`src/rtl/sync_fifo_pkt.sv`:
```
// Synchronous packet FIFO: FWFT valid/ready read port, write-side commit/abort,
// automatic drop of packets that overflow, almost-full/almost-empty thresholds.
module sync_fifo_pkt #(
    parameter int FIFO_D   = 16,
    parameter int FIFO_W   = 32,
    parameter int AF_THR   = FIFO_D - 2,
    parameter int AE_THR   = 2,
    parameter int FIFO_ADR = $clog2(FIFO_D)
) (
    input  logic              clk,
    input  logic              rstn,
    input  logic              fifo_we,
    input  logic [FIFO_W-1:0] fifo_wd,
    input  logic              fifo_wlast,
    input  logic              fifo_wabort,
    input  logic              fifo_fsh,
    output logic              rd_vld,
    input  logic              rd_rdy,
    output logic [FIFO_W-1:0] rd_data,
    output logic              rd_last,
    output logic              fifo_full,
    output logic              fifo_empt,
    output logic              fifo_afull,
    output logic              fifo_aempt,
    output logic              fifo_ovf,
    output logic              fifo_pkt_drop,
    output logic [FIFO_ADR:0] fifo_len,
    output logic [FIFO_ADR:0] fifo_wcnt,
    output logic [FIFO_ADR:0] fifo_pkt_cnt
);

    localparam int CW = FIFO_ADR + 1;
    localparam logic [CW-1:0]       C_DEPTH = CW'(FIFO_D);
    localparam logic [CW-1:0]       C_AF    = CW'(AF_THR);
    localparam logic [CW-1:0]       C_AE    = CW'(AE_THR);
    localparam logic [CW-1:0]       C_ZERO  = {CW{1'b0}};
    localparam logic [CW-1:0]       C_ONE   = {{(CW-1){1'b0}}, 1'b1};
    localparam logic [FIFO_ADR-1:0] C_LAST  = FIFO_ADR'(FIFO_D - 1);

    typedef enum logic [0:0] {
        ST_PASS = 1'b0,
        ST_DROP = 1'b1
    } wr_state_t;

    wr_state_t r_state;
    wr_state_t w_state_nxt;

    logic [FIFO_W:0]       r_mem [FIFO_D];
    logic [FIFO_ADR-1:0]   r_rptr, r_wptr, r_cptr;
    logic [CW-1:0]         r_wcnt, r_len, r_pkt_cnt;
    logic                  r_ovf, r_pkt_drop;

    logic [FIFO_ADR-1:0]   w_rptr_nxt, w_wptr_nxt, w_cptr_nxt;
    logic [CW-1:0]         w_wcnt_nxt, w_len_nxt, w_pkt_cnt_nxt, w_unc;
    logic [FIFO_W:0]       w_head;
    logic                  w_full, w_rd_vld, w_rd, w_rd_pkt_end;
    logic                  w_wacc, w_commit, w_discard, w_ovf_ev, w_drop_ev;

    // Wrapping increment; depth need not be a power of two.
    function automatic logic [FIFO_ADR-1:0] f_inc(input logic [FIFO_ADR-1:0] p);
        if (p == C_LAST) begin
            return {FIFO_ADR{1'b0}};
        end else begin
            return p + {{(FIFO_ADR-1){1'b0}}, 1'b1};
        end
    endfunction

    // Head view, handshake and occupancy flags derived from current state
    always_comb begin
        w_head       = r_mem[r_rptr];
        w_full       = (r_wcnt == C_DEPTH);
        w_rd_vld     = (r_len != C_ZERO);
        w_rd         = w_rd_vld & rd_rdy;
        w_rd_pkt_end = w_rd & w_head[FIFO_W];
        w_unc        = r_wcnt - r_len;
    end

    // Write-side decision: accept, overflow, abort or end-of-dropped-packet
    always_comb begin
        w_state_nxt = r_state;
        w_wacc      = 1'b0;
        w_ovf_ev    = 1'b0;
        w_discard   = 1'b0;
        w_drop_ev   = 1'b0;
        if (fifo_wabort) begin
            w_state_nxt = ST_PASS;
            w_discard   = 1'b1;
            w_drop_ev   = (w_unc != C_ZERO) | fifo_we;
        end else begin
            case (r_state)
                ST_PASS: begin
                    if (fifo_we & ~w_full) begin
                        w_wacc = 1'b1;
                    end else if (fifo_we) begin
                        w_ovf_ev = 1'b1;
                        // An overflowing beat that is also the last one ends the packet at once
                        if (fifo_wlast) begin
                            w_discard = 1'b1;
                            w_drop_ev = 1'b1;
                        end else begin
                            w_state_nxt = ST_DROP;
                        end
                    end else begin
                        w_wacc = 1'b0;
                    end
                end
                ST_DROP: begin
                    if (fifo_we & fifo_wlast) begin
                        w_state_nxt = ST_PASS;
                        w_discard   = 1'b1;
                        w_drop_ev   = 1'b1;
                    end else begin
                        w_state_nxt = ST_DROP;
                    end
                end
                default: begin
                    w_state_nxt = ST_PASS;
                end
            endcase
        end
    end

    // Next pointers and counters; reads and writes in the same cycle net out
    always_comb begin
        w_commit   = w_wacc & fifo_wlast;
        w_rptr_nxt = w_rd ? f_inc(r_rptr) : r_rptr;
        w_wptr_nxt = r_wptr;
        w_cptr_nxt = r_cptr;
        if (w_discard) begin
            w_wptr_nxt = r_cptr;
        end else if (w_wacc) begin
            w_wptr_nxt = f_inc(r_wptr);
            if (fifo_wlast) begin
                w_cptr_nxt = f_inc(r_wptr);
            end else begin
                w_cptr_nxt = r_cptr;
            end
        end else begin
            w_wptr_nxt = r_wptr;
        end
        w_wcnt_nxt    = (w_discard ? r_len : (r_wcnt + (w_wacc ? C_ONE : C_ZERO)))
                        - (w_rd ? C_ONE : C_ZERO);
        w_len_nxt     = (w_commit ? (r_wcnt + C_ONE) : r_len) - (w_rd ? C_ONE : C_ZERO);
        w_pkt_cnt_nxt = r_pkt_cnt + (w_commit ? C_ONE : C_ZERO)
                        - (w_rd_pkt_end ? C_ONE : C_ZERO);
    end

    // Write-state register
    always_ff @(posedge clk or negedge rstn) begin
        if (!rstn) begin
            r_state <= ST_PASS;
        end else if (fifo_fsh) begin
            r_state <= ST_PASS;
        end else begin
            r_state <= w_state_nxt;
        end
    end

    // Pointers, counters and single-cycle event pulses
    always_ff @(posedge clk or negedge rstn) begin
        if (!rstn) begin
            r_rptr     <= {FIFO_ADR{1'b0}};
            r_wptr     <= {FIFO_ADR{1'b0}};
            r_cptr     <= {FIFO_ADR{1'b0}};
            r_wcnt     <= C_ZERO;
            r_len      <= C_ZERO;
            r_pkt_cnt  <= C_ZERO;
            r_ovf      <= 1'b0;
            r_pkt_drop <= 1'b0;
        end else if (fifo_fsh) begin
            r_rptr     <= {FIFO_ADR{1'b0}};
            r_wptr     <= {FIFO_ADR{1'b0}};
            r_cptr     <= {FIFO_ADR{1'b0}};
            r_wcnt     <= C_ZERO;
            r_len      <= C_ZERO;
            r_pkt_cnt  <= C_ZERO;
            r_ovf      <= 1'b0;
            r_pkt_drop <= 1'b0;
        end else begin
            r_rptr     <= w_rptr_nxt;
            r_wptr     <= w_wptr_nxt;
            r_cptr     <= w_cptr_nxt;
            r_wcnt     <= w_wcnt_nxt;
            r_len      <= w_len_nxt;
            r_pkt_cnt  <= w_pkt_cnt_nxt;
            r_ovf      <= w_ovf_ev;
            r_pkt_drop <= w_drop_ev;
        end
    end

    // Storage array, deliberately left without reset
    always_ff @(posedge clk) begin
        if (w_wacc & ~fifo_fsh) begin
            r_mem[r_wptr] <= {fifo_wlast, fifo_wd};
        end
    end

    assign rd_vld        = w_rd_vld;
    assign rd_data       = w_rd_vld ? w_head[FIFO_W-1:0] : {FIFO_W{1'b0}};
    assign rd_last       = w_rd_vld & w_head[FIFO_W];
    assign fifo_full     = w_full;
    assign fifo_empt     = ~w_rd_vld;
    assign fifo_afull    = (r_wcnt >= C_AF);
    assign fifo_aempt    = (r_len <= C_AE);
    assign fifo_ovf      = r_ovf;
    assign fifo_pkt_drop = r_pkt_drop;
    assign fifo_len      = r_len;
    assign fifo_wcnt     = r_wcnt;
    assign fifo_pkt_cnt  = r_pkt_cnt;

endmodule
```
`config.mk`:
```
export PLATFORM = sky130hd
export DESIGN_NAME = sync_fifo_pkt
export DESIGN_NICKNAME = d
export VERILOG_FILES = /design/src/rtl/sync_fifo_pkt.sv
export SDC_FILE = /design/constraint.sdc
export NUM_CORES = 1
export LEC_CHECK = 0
export ABC_AREA = 1
export BUFFER_PORTS_ARGS = -buffer_cell sky130_fd_sc_hd__buf_2
export CAP_MARGIN = 25
export CORE_UTILIZATION = 55
export CTS_BUF_LIST = sky130_fd_sc_hd__clkbuf_4
export CTS_CLUSTER_SIZE = 40
export DETAILED_ROUTE_END_ITERATION = 7
export PLACE_DENSITY = 0.72
export SETUP_SLACK_MARGIN = 0.3
export SLEW_MARGIN = 20
export SYNTH_ARGS = -nofsm -noshare
export SYNTH_HDL_FRONTEND = slang
export SYNTH_SLANG_ARGS = --single-unit
```
`constraint.sdc`:
```
create_clock -name clk -period 5.8 [get_ports clk]
set_input_delay 1.45 -clock clk [delete_from_list [all_inputs] [get_ports clk]]
set_output_delay 1.45 -clock clk [all_outputs]
set_load 0.01 [all_outputs]
```
; ---- After elaboration in Yosys (flattened, before gate mapping)
; Memories as Yosys holds them, arrays and structs flattened.
; Cells that the tools add are included.
[word_totals]
register_bits = 30
ram_bits = 528
out_inout_bits = 55
memories = 1
[memory_table]
columns = name, words, width, rd, rd_ports_with_merged_regs, wr, line
row1 = r_mem, 16, 33, 1, 0, 1, 48  ; logic [FIFO_W:0] r_mem [FIFO_D];
[classes]
n_addsub = 9
n_lt_le_gt_ge = 2
n_eq_ne = 4
n_mux = 46
bitwise_logic = 12
n_reduce_logical = 7
[ops]
columns = operator, n
row1 = two-way mux 4 bit, 11
row2 = two-way mux 32 bit, 1
row3 = two-way mux 1 bit, 27
row4 = two-way mux 5 bit, 5
row5 = adder 5 x 1 -> 5 bit, 2
row6 = nonzero test 5 bit, 2
row7 = subtractor 5 x 1 -> 5 bit, 2
row8 = subtractor 5 bit, 2
row9 = "adder 4 x 1 -> 4 bit, second input constant", 2
row10 = "equality test 4 bit, second input constant", 2
row11 = bitwise AND 1 bit, 7
row12 = nonzero test 2 bit, 3
row13 = "adder 5 x 1 -> 5 bit, second input constant", 1
row14 = "equality test 5 bit, second input constant", 1
row15 = ">= comparator 5 x 4 -> 1 bit, second input constant", 1
row16 = "less-or-equal comparator 5 x 2 -> 1 bit, second input constant", 1
row17 = inverter 1 bit, 4
row18 = case mux 1 bit (2 select lines), 2
row19 = AND reduction 3 bit, 1
row20 = nonzero test 3 bit, 1
row21 = "inequality test 2 bit, second input constant", 1
row22 = OR 1 bit, 1

; ---- Logic depth before layout (Yosys ltp)
; Gate-level depths: netlist of the first run.
[depth]
word_depth = 11
ltp_mapped = 22

; ---- Worst setup path before layout of the first run
; OpenSTA, ideal clock, no wires.
[synth_timing]
path_kind = in2reg
startpoint = input fifo_wabort
endpoint = memory r_mem[3][0] (netlist name), enable pin
arrival_ns = 4.259
t_required_ns = 5.336
slack_ns = 1.077
stages = 5
path_buffers = 0
path_cell_list = nor3_2 -> nand2_2 -> nor2_1 -> inv_1 -> nor3_1
[synth_via]
elab_chain_len = 4
[synth_rtl]
columns = item, line
row1 = start: declaration, 15  ; input logic fifo_wabort,
row2 = two-way mux 1 bit, 85  ; if (fifo_wabort) begin
row3 = bitwise AND 1 bit, 193  ; if (w_wacc & ~fifo_fsh) begin
row4 = two-way mux 1 bit, 193
row5 = two-way mux 1 bit (not written as such), 194  ; r_mem[r_wptr] <= {fifo_wlast, fifo_wd};
row6 = end: declaration, 48
; No other way between the ends.

; ---- Worst setup path after layout of the first run
[layout_timing]
startpoint = register r_rptr[1]
endpoint = output rd_data[17]
[layout_via]
elab_chain_len = 2
[layout_rtl]
columns = item, line
row1 = start: declaration, 49  ; logic [FIFO_ADR-1:0] r_rptr, r_wptr, r_cptr;
row2 = start signal: assignment, 162  ; r_rptr <= {FIFO_ADR{1'b0}};
row3 = start signal: assignment, 171  ; r_rptr <= {FIFO_ADR{1'b0}};
row4 = start signal: assignment, 180  ; r_rptr <= w_rptr_nxt;
row5 = memory (16 x 33 bit), n/a
row6 = two-way mux 32 bit, 199  ; assign rd_data = w_rd_vld ? w_head[FIFO_W-1:0] : {FIFO_W{1'b0}};
row7 = end: declaration, 19  ; output logic [FIFO_W-1:0] rd_data,
; No other way between the ends.

==> results of run 1 <==
worst max-delay path by stage:
stage                          start                   endpoint  slack, ns  cells after the start
2_1_floorplan            fifo_wabort      r_mem[3][0]$_DFFE_PP_       1.08                      5
3_3_place_gp   r_rptr[1]$_DFFE_PN0P_                 rd_data[6]       1.60                      8
3_5_place_dp   r_rptr[0]$_DFFE_PN0P_  fifo_pkt_cnt[4]$_DFF_PN0_       1.55                     19
4_1_cts        r_rptr[0]$_DFFE_PN0P_                rd_data[17]       0.67                      8
5_1_grt        r_rptr[0]$_DFFE_PN0P_                    rd_last       0.44                     11
6_report       r_rptr[1]$_DFFE_PN0P_                rd_data[17]       0.69                      7
kinds of logic after synthesis:
kind of cell,share of synthesized area
DFF,0.7321
and+or+nand+nor,0.08407
adders and majority gates,0.01357
xor gates and xnor gates,0.005020
AOI/OAI and AO/OA,0.1284
buffers and inverters,0.03679
layout make-up:
cell class,count,share of cell area
Sequential cell,558,0.6538
Multi-Input combinational cell,999,0.2109
Clock buffer,197,0.05820
Timing Repair Buffer,125,0.03003
Tap cell,532,0.02619
Clock inverter,38,0.01142
Inverter,59,0.008961
Antenna cell,5,0.0004923
registers in the layout, indices dropped and copies added, names as in the netlist, 4 cells and up:
name	cells
r_cptr	4
r_wptr	4
fifo_len	5
fifo_pkt_cnt	5
r_rptr	4
fifo_wcnt	5
r_mem	528
metal layers:
layer  vias up  part of all wire  track usage
li1       6850                 -            -
met1      7307              0.39       0.3538
met3       142              0.10      0.06968
met2       894              0.47       0.4180
met5         -           0.00071            0
met4         6             0.027       0.1124
where the power goes:
group	total, mW	switching (mW)	internal (mW)
Sequential	4.67	0.169	4.50
Clock	3.29	1.51	1.78
Combinational	2.78	1.90	0.874
Total	10.7	3.58	7.16
synthesized netlist by cell type, drive strengths merged:
cell type | n | area share
o211ai | 2 | 0.00066
o221ai | 104 | 0.040
dfrtp | 30 | 0.033
buf | 53 | 0.016
clkbuf | 63 | 0.010
a21oi | 66 | 0.015
o21a | 2 | 0.00066
edfxtp | 528 | 0.70
a211oi | 2 | 0.00066
nand2 | 76 | 0.013
nor4 | 1 | 0.00028
a2111oi | 1 | 0.00039
o21ai | 300 | 0.067
xor2 | 8 | 0.0031
clkinv | 1 | 0.00017
nor3 | 5 | 0.0013
o21bai | 2 | 0.00066
ha | 23 | 0.013
nor2 | 313 | 0.053
xnor2 | 5 | 0.0019
o22ai | 15 | 0.0041
inv | 58 | 0.0097
or2 | 1 | 0.00028
fa | 1 | 0.00088
nand3 | 68 | 0.015
nand4 | 3 | 0.00083
nand3b | 1 | 0.00033
metrics by stage:
stage	hold WS [ns]	cells	total power [mW]	worst slack (ns)	util
after floorplan	0.4589	1732	6.622	1.077	-
after global placement	0.4679	2272	7.404	1.596	0.5792
after detailed placement	0.4825	2272	7.505	1.545	0.5794
after CTS	0.4963	2507	10.79	0.6740	0.6228
after global routing	0.5333	2510	11.29	0.4403	0.6236
final	0.5013	2513	10.74	0.6905	0.6238
worst max-delay path: cells and delay by family, from the launching register on:
family | cells | cell delay (ns)
buffers and inverters | 3 | 1.38
flip-flops | 1 | 0.81
AO/OA/AOI/OAI | 4 | 0.63
==> impl_results.md, run 1 <==
* Run status: finished clean
* Initial Utilization at 0.5568
* Post-Synthesis Net Count at 1795
* Antenna Nets Post-Route at 0
* Fraction of final layout cells with drive strength greater than 1 at 0.1913
* Gp weighted congestion at 0.8515
* Clock transition at the registers of the reported paths at 0.06 ns
* Floorplan die height at 205.1 um
* Mapped cell area at 22680 um^2
* Sequential fraction of the synthesis area at 0.7321
* Max-slew violations at 0
* Detail-routed via count per cell at 6.048
* Critical hold path startpoint: r_cptr[0]$_DFFE_PN0P_
* Worst r2r src: r_rptr[0]$_DFFE_PN0P_
* Aggregate routed wire length at 55090 um
* Clock tree from TritonCTS: built
* Initial antenna violation count at 7
* Unrepaired setup endpoints after global routing: no
* Die Footprint at 42060 um^2
* Clock latency on the worst-skew pair at slightly above 0.8 ns
* F_max at 0.1957 GHz
* Vias in the first global route at 15117
* Delay contributed by the slowest stage of the critical path at 0.81 ns
* Slowest cell on the critical path: sky130_fd_sc_hd__dfrtp_4
* Pwr/cell area at 422.6 nW/um^2
* Capture endpoint of the worst hold path: r_cptr[0]$_DFFE_PN0P_
* Core area at 40740 um^2
* Level count of the clock H-tree at 4
* Multi-input logic area at 5360 um^2
* Number of nets in the layout at 1946
* Library cell used as clock root buffer: sky130_fd_sc_hd__clkbuf_4
* Count of unresolved DRC violations after routing at 0
* Remaining global-route overflow at 0
* Global Route Usage Sum at 0.2665
* Layout filler cell count at 3094
* Buffers added on ports at 93
* Hold Buf Count CTS at 0
* Max-Cap Viols at 0
* Post-CTS setup buffer count at 0
* Number of flip-flops and latches in the synthesized netlist at 558
* Finished Cell Area at 25410 um^2
* Routed wire per std cell at 21.92 um
* Clock tree skew after final layout at 0.05354 ns
* Fin crit period at 5.109 ns
* Post-place instance area at 23600 um^2
* Seq. cell area at between 15000 and 20000 um^2
* Post-cts resize count at 0
* First-pass GRT wire length at 83480 um
* Leading cell type in the layout, fill and taps excluded: sky130_fd_sc_hd__edfxtp_1
* Register-to-Register Setup Slack at 1.46 ns
* CP Data Required Time at 4.35 ns
* Count of pins on the block boundary at 94
* Number of distinct library cells after synthesis at 39
* Category of the most critical setup path: reg2out
* Starting DRC count in detailed routing at 1642
* Clock buffers created by TritonCTS at 140
* Largest vdd supply drop at around 0.00033 V
* FP Rows at 74
* Min-Delay Path Depth at 1
* Gate count of the mapped netlist at 1732
* Category of the worst setup path launch point: flip-flop
* Maximum number of pins on one net before global-route repair at 143
* Data arrival, critical path at roughly 3.7 ns
* Cell chain of the critical path: clkinv_2, buf_4, a21oi_1, a21oi_1, o21ai_0, a21oi_1, buf_2
* Most used cells in the layout excluding fill and tap cells: sky130_fd_sc_hd__edfxtp_1 (528), sky130_fd_sc_hd__nor2_1 (288), sky130_fd_sc_hd__o21ai_0 (277)
* Yosys warns at 0
* Area added between synthesis and finish at 12.04%
* Most common cell on crit path: sky130_fd_sc_hd__a21oi_1
* Worst-path maximum fanout at 53
* Post-Synthesis Mean Instance Area at 13.10 um^2
* Tightest Hold Check Type: reg2reg
* Final Cycle Share at 0.8809
* Critical Path Sink Type: primary output
* Slew @ Worst Pin at 1.042 ns
* Horizontal die dimension at 205.1 um
* Total number of vias at 15199
* Static leakage power at 8.831 nW
* TritonRoute pass-1 iters at 6
* Final HPWL from detailed placement at ~28000 um
* Maximum clock path buffer count at 3
* Crit Reg-Reg Endpoint: fifo_pkt_cnt[4]$_DFF_PN0_
* Worst r2r path cells at 19
* Final Hold Violating Endpoints at 0
* Number of failing setup endpoints in the final timing report at 0
* Normalized max-slew margin at 0.3034
* Number of clock sinks at 558
* Setup TNS at 0 ns
Note: power is estimated with default switching activity, not from simulation.
==> inputs of run 2 (changes only) <==
--- a/config.mk
+++ b/config.mk
@@ -7,12 +7,11 @@
 export LEC_CHECK = 0
 export ABC_AREA = 1
 export BUFFER_PORTS_ARGS = -buffer_cell sky130_fd_sc_hd__buf_2
-export CAP_MARGIN = 25
 export CORE_UTILIZATION = 55
 export CTS_BUF_LIST = sky130_fd_sc_hd__clkbuf_4
 export CTS_CLUSTER_SIZE = 40
 export DETAILED_ROUTE_END_ITERATION = 7
-export PLACE_DENSITY = 0.72
+export PLACE_DENSITY = 0.75
 export SETUP_SLACK_MARGIN = 0.3
 export SLEW_MARGIN = 20
 export SYNTH_ARGS = -nofsm -noshare
==> constraint.sdc (replaced) <==
create_clock -name clk -period 4.6 [get_ports clk]
set_input_delay 1.15 -clock clk [delete_from_list [all_inputs] [get_ports clk]]
set_output_delay 1.15 -clock clk [all_outputs]
set_load 0.01 [all_outputs]
==> run 2 against run 1 <==
  * Die area is the same
  * Sequential cell count unchanged
  * Clock skew shrank 0.011 ns
  * Routed wire length up 3.8%
  * Core utilization rose by 0.73 points
  * Cell area up 1.2%
  * Global-route usage grew 1.0 points
  * Critical endpoint is now rd_data[3]
==> impl_results.md, run 2 (synthesis gave the netlist of run 1 again) <==
* Maximum clock path buffer count at 3 (unchanged)
* Hold Buf Count CTS at 0 (unchanged)
* Run status: finished clean (unchanged)
* Leading cell type in the layout, fill and taps excluded: sky130_fd_sc_hd__edfxtp_1 (unchanged)
* Number of clock sinks at 558 (unchanged)
* Horizontal die dimension at 205.1 um (unchanged)
* Unrepaired setup endpoints after global routing: yes (was no)
* Global Route Usage Sum at 0.2765 (was 0.2665)
* Aggregate routed wire length at 57210 um (was 55090 um)
* Clock tree from TritonCTS: built (unchanged)
* Fin crit period at 4.200 ns
* Pwr/cell area at 535.1 nW/um^2 (was 422.6 nW/um^2)
* Layout filler cell count at 2973 (was 3094)
* Remaining global-route overflow at 0 (unchanged)
* Max-Cap Viols at 0 (unchanged)
* TritonRoute pass-1 iters at 5 (was 6)
* Buffers added on ports at 93 (unchanged)
* Floorplan die height at 205.1 um (unchanged)
* Final Hold Violating Endpoints at 0 (unchanged)
* FP Rows at 74 (unchanged)
* Routed wire per std cell at 22.63 um (was 21.92 um)
* Setup TNS at 0 ns (unchanged)
* Antenna Nets Post-Route at 0 (unchanged)
* Sequential power share at 0.423 (was 0.435)
* Worst-path maximum fanout at 37 (was 53)
* Library cell used as clock root buffer: sky130_fd_sc_hd__clkbuf_4 (unchanged)
* Max-slew violations at 0 (unchanged)
* Clock group share of total power at 0.302 (was 0.307)
* Data arrival, critical path at 3.05 ns (was 3.66 ns)
* Count of pins on the block boundary at 94 (unchanged)
* Switching share of power at 0.3358 (was 0.3336)
* Level count of the clock H-tree at 4 (unchanged)
* Number of nets in the layout at 1958 (was 1946)
* First-pass GRT wire length at 86360 um (was 83480 um)
* CP Data Required Time at 3.45 ns (was 4.35 ns)
* Number of failing setup endpoints in the final timing report at 0 (unchanged)
* Finished Cell Area at 25710 um^2 (was 25410 um^2)
* Clock tree skew after final layout at 0.04288 ns (was 0.05354 ns)
* Starting DRC count in detailed routing at 1596 (was 1642)
* Maximum number of pins on one net before global-route repair at 136 (was 143)
* Category of the most critical setup path: reg2out (unchanged)
* Count of unresolved DRC violations after routing at 0 (unchanged)
* Part of the total power dissipated in combinational logic at 0.275 (was 0.259)
* Fraction of final layout cells with drive strength greater than 1 at 0.1968 (was 0.1913)
* Largest vdd supply drop at 0.0003353 V (was 0.0003286 V)
* Tightest Hold Check Type: in2async (was reg2reg)
* Area added between synthesis and finish at 13.36% (was 12.04%)
* Detail-routed via count per cell at 6.146 (was 6.048)
* Core area at 40740 um^2 (unchanged)
* Static leakage power at 8.964 nW (was 8.831 nW)
* Psw at 4.620 mW (was 3.583 mW)
* Design internal power at 9.139 mW (was 7.156 mW)
* Most used cells in the layout excluding fill and tap cells: sky130_fd_sc_hd__edfxtp_1 (528), sky130_fd_sc_hd__nor2_1 (288), sky130_fd_sc_hd__o21ai_0 (277) (unchanged)
* Category of the worst setup path launch point: flip-flop (unchanged)
* Slew @ Worst Pin at 0.9691 ns (was 1.042 ns)
* Final Cycle Share at 0.9130
* Initial antenna violation count at 6 (was 7)
* Initial Utilization at 0.5568 (unchanged)
* Total number of vias at 15537 (was 15199)
* Seq. cell area at 16610 um^2 (unchanged)
* F_max at 0.2381 GHz
* Family with the most delay on the worst path: buffers and inverters (unchanged)
* Slowest cell on the critical path: sky130_fd_sc_hd__dfrtp_4 (unchanged)
* Normalized max-slew margin at 0.3539 (was 0.3034)
* Clock latency on the worst-skew pair at 0.85 ns (was 0.83 ns)
* Gp weighted congestion at 0.8560 (was 0.8515)
* Post-place instance area at 23750 um^2 (was 23600 um^2)
* Largest register FFs at 528 (unchanged)
* Multi-input logic area at 5354 um^2 (was 5360 um^2)
* Die Footprint at 42060 um^2 (unchanged)
* Critical Path Sink Type: primary output (unchanged)
* Delay contributed by the slowest stage of the critical path at 0.51 ns (was 0.81 ns)
* CP bufs+invs at 3 (unchanged)
* Final HPWL from detailed placement at 28820 um (was 28380 um)
* Cell chain of the critical path: clkinv_2, buf_6, o21ai_0, o221ai_1, nand3_1, a21oi_1, buf_2 (was clkinv_2, buf_4, a21oi_1, a21oi_1, o21ai_0, a21oi_1, buf_2)
* Clock buffers created by TritonCTS at 139 (was 140)
* Clock transition at the registers of the reported paths at 0.07 ns (was 0.06 ns)
* Register with the highest flop count: r_mem (unchanged)
* Vias in the first global route at 15744 (was 15117)
## run 2: timing repair
item                                    CTS  global route
gates resized for setup                   8             9
gates cloned                              1             1
buffers inserted                          2             2
endpoints found under the setup margin   31            17
## run 2: layout make-up
| cell class | instances | share of cell area |
|---|---|---|
| flip-flops and latches | 558 | 0.6462 |
| multi-input cells | 999 | 0.2082 |
| clock buffers | 194 | 0.05664 |
| repair buffers | 138 | 0.03995 |
| well taps | 532 | 0.02589 |
| clock inverters | 44 | 0.01299 |
| inverters | 59 | 0.009732 |
| diodes | 4 | 0.0003893 |
## run 2: power groups by stage
stage	clock, mW	combinational [mW]	sequential [mW]
5_1_grt	4.48	4.15	5.83
4_1_cts	4.23	3.69	5.81
6_report	4.16	3.79	5.81
2_1_floorplan	0	2.46	5.88
3_3_place_gp	0	3.44	5.92
3_5_place_dp	0	3.55	5.93
## run 2: worst paths after layout
check | end | cells after the start | start | slack [ns]
max | rd_data[3] | 7 | r_rptr[1]$_DFFE_PN0P_ | 0.40
min reg2reg | fifo_ovf$_DFF_PN0_ | 1 | r_state$_DFF_PN0_ | 0.51
min in group clk | fifo_ovf$_DFF_PN0_ | 1 | r_state$_DFF_PN0_ | 0.51
max reg2reg | fifo_pkt_cnt[4]$_DFF_PN0_ | 18 | r_rptr[1]$_DFFE_PN0P_ | 1.13
min | fifo_pkt_cnt[1]$_DFF_PN0_ | 1 | rstn | 0.37
max in group asynchronous | r_rptr[1]$_DFFE_PN0P_ | 1 | rstn | 3.72
## run 2: per-stage QoR
step / power (mW) / setup slack (ns) / std cells / utilization / hold WS, ns
after detailed placement: 9.480 / 0.8506 / 2280 / 0.5829 / 0.4956
after CTS: 13.73 / 0.3102 / 2521 / 0.6288 / 0.3502
final: 13.76 / 0.4003 / 2528 / 0.6311 / 0.3705
after global placement: 9.365 / 0.9228 / 2280 / 0.5829 / 0.4739
after global routing: 14.46 / 0.2453 / 2526 / 0.6310 / 0.3816
after floorplan: 8.349 / 0.1769 / 1732 / - / 0.4589
## run 2: metal layers
layer / routed length (um) / track usage
met2: 27900 / 0.4447
met3: 5653 / 0.05791
met4: 1947 / 0.1405
met5: 28 / 0
met1: 21680 / 0.3573
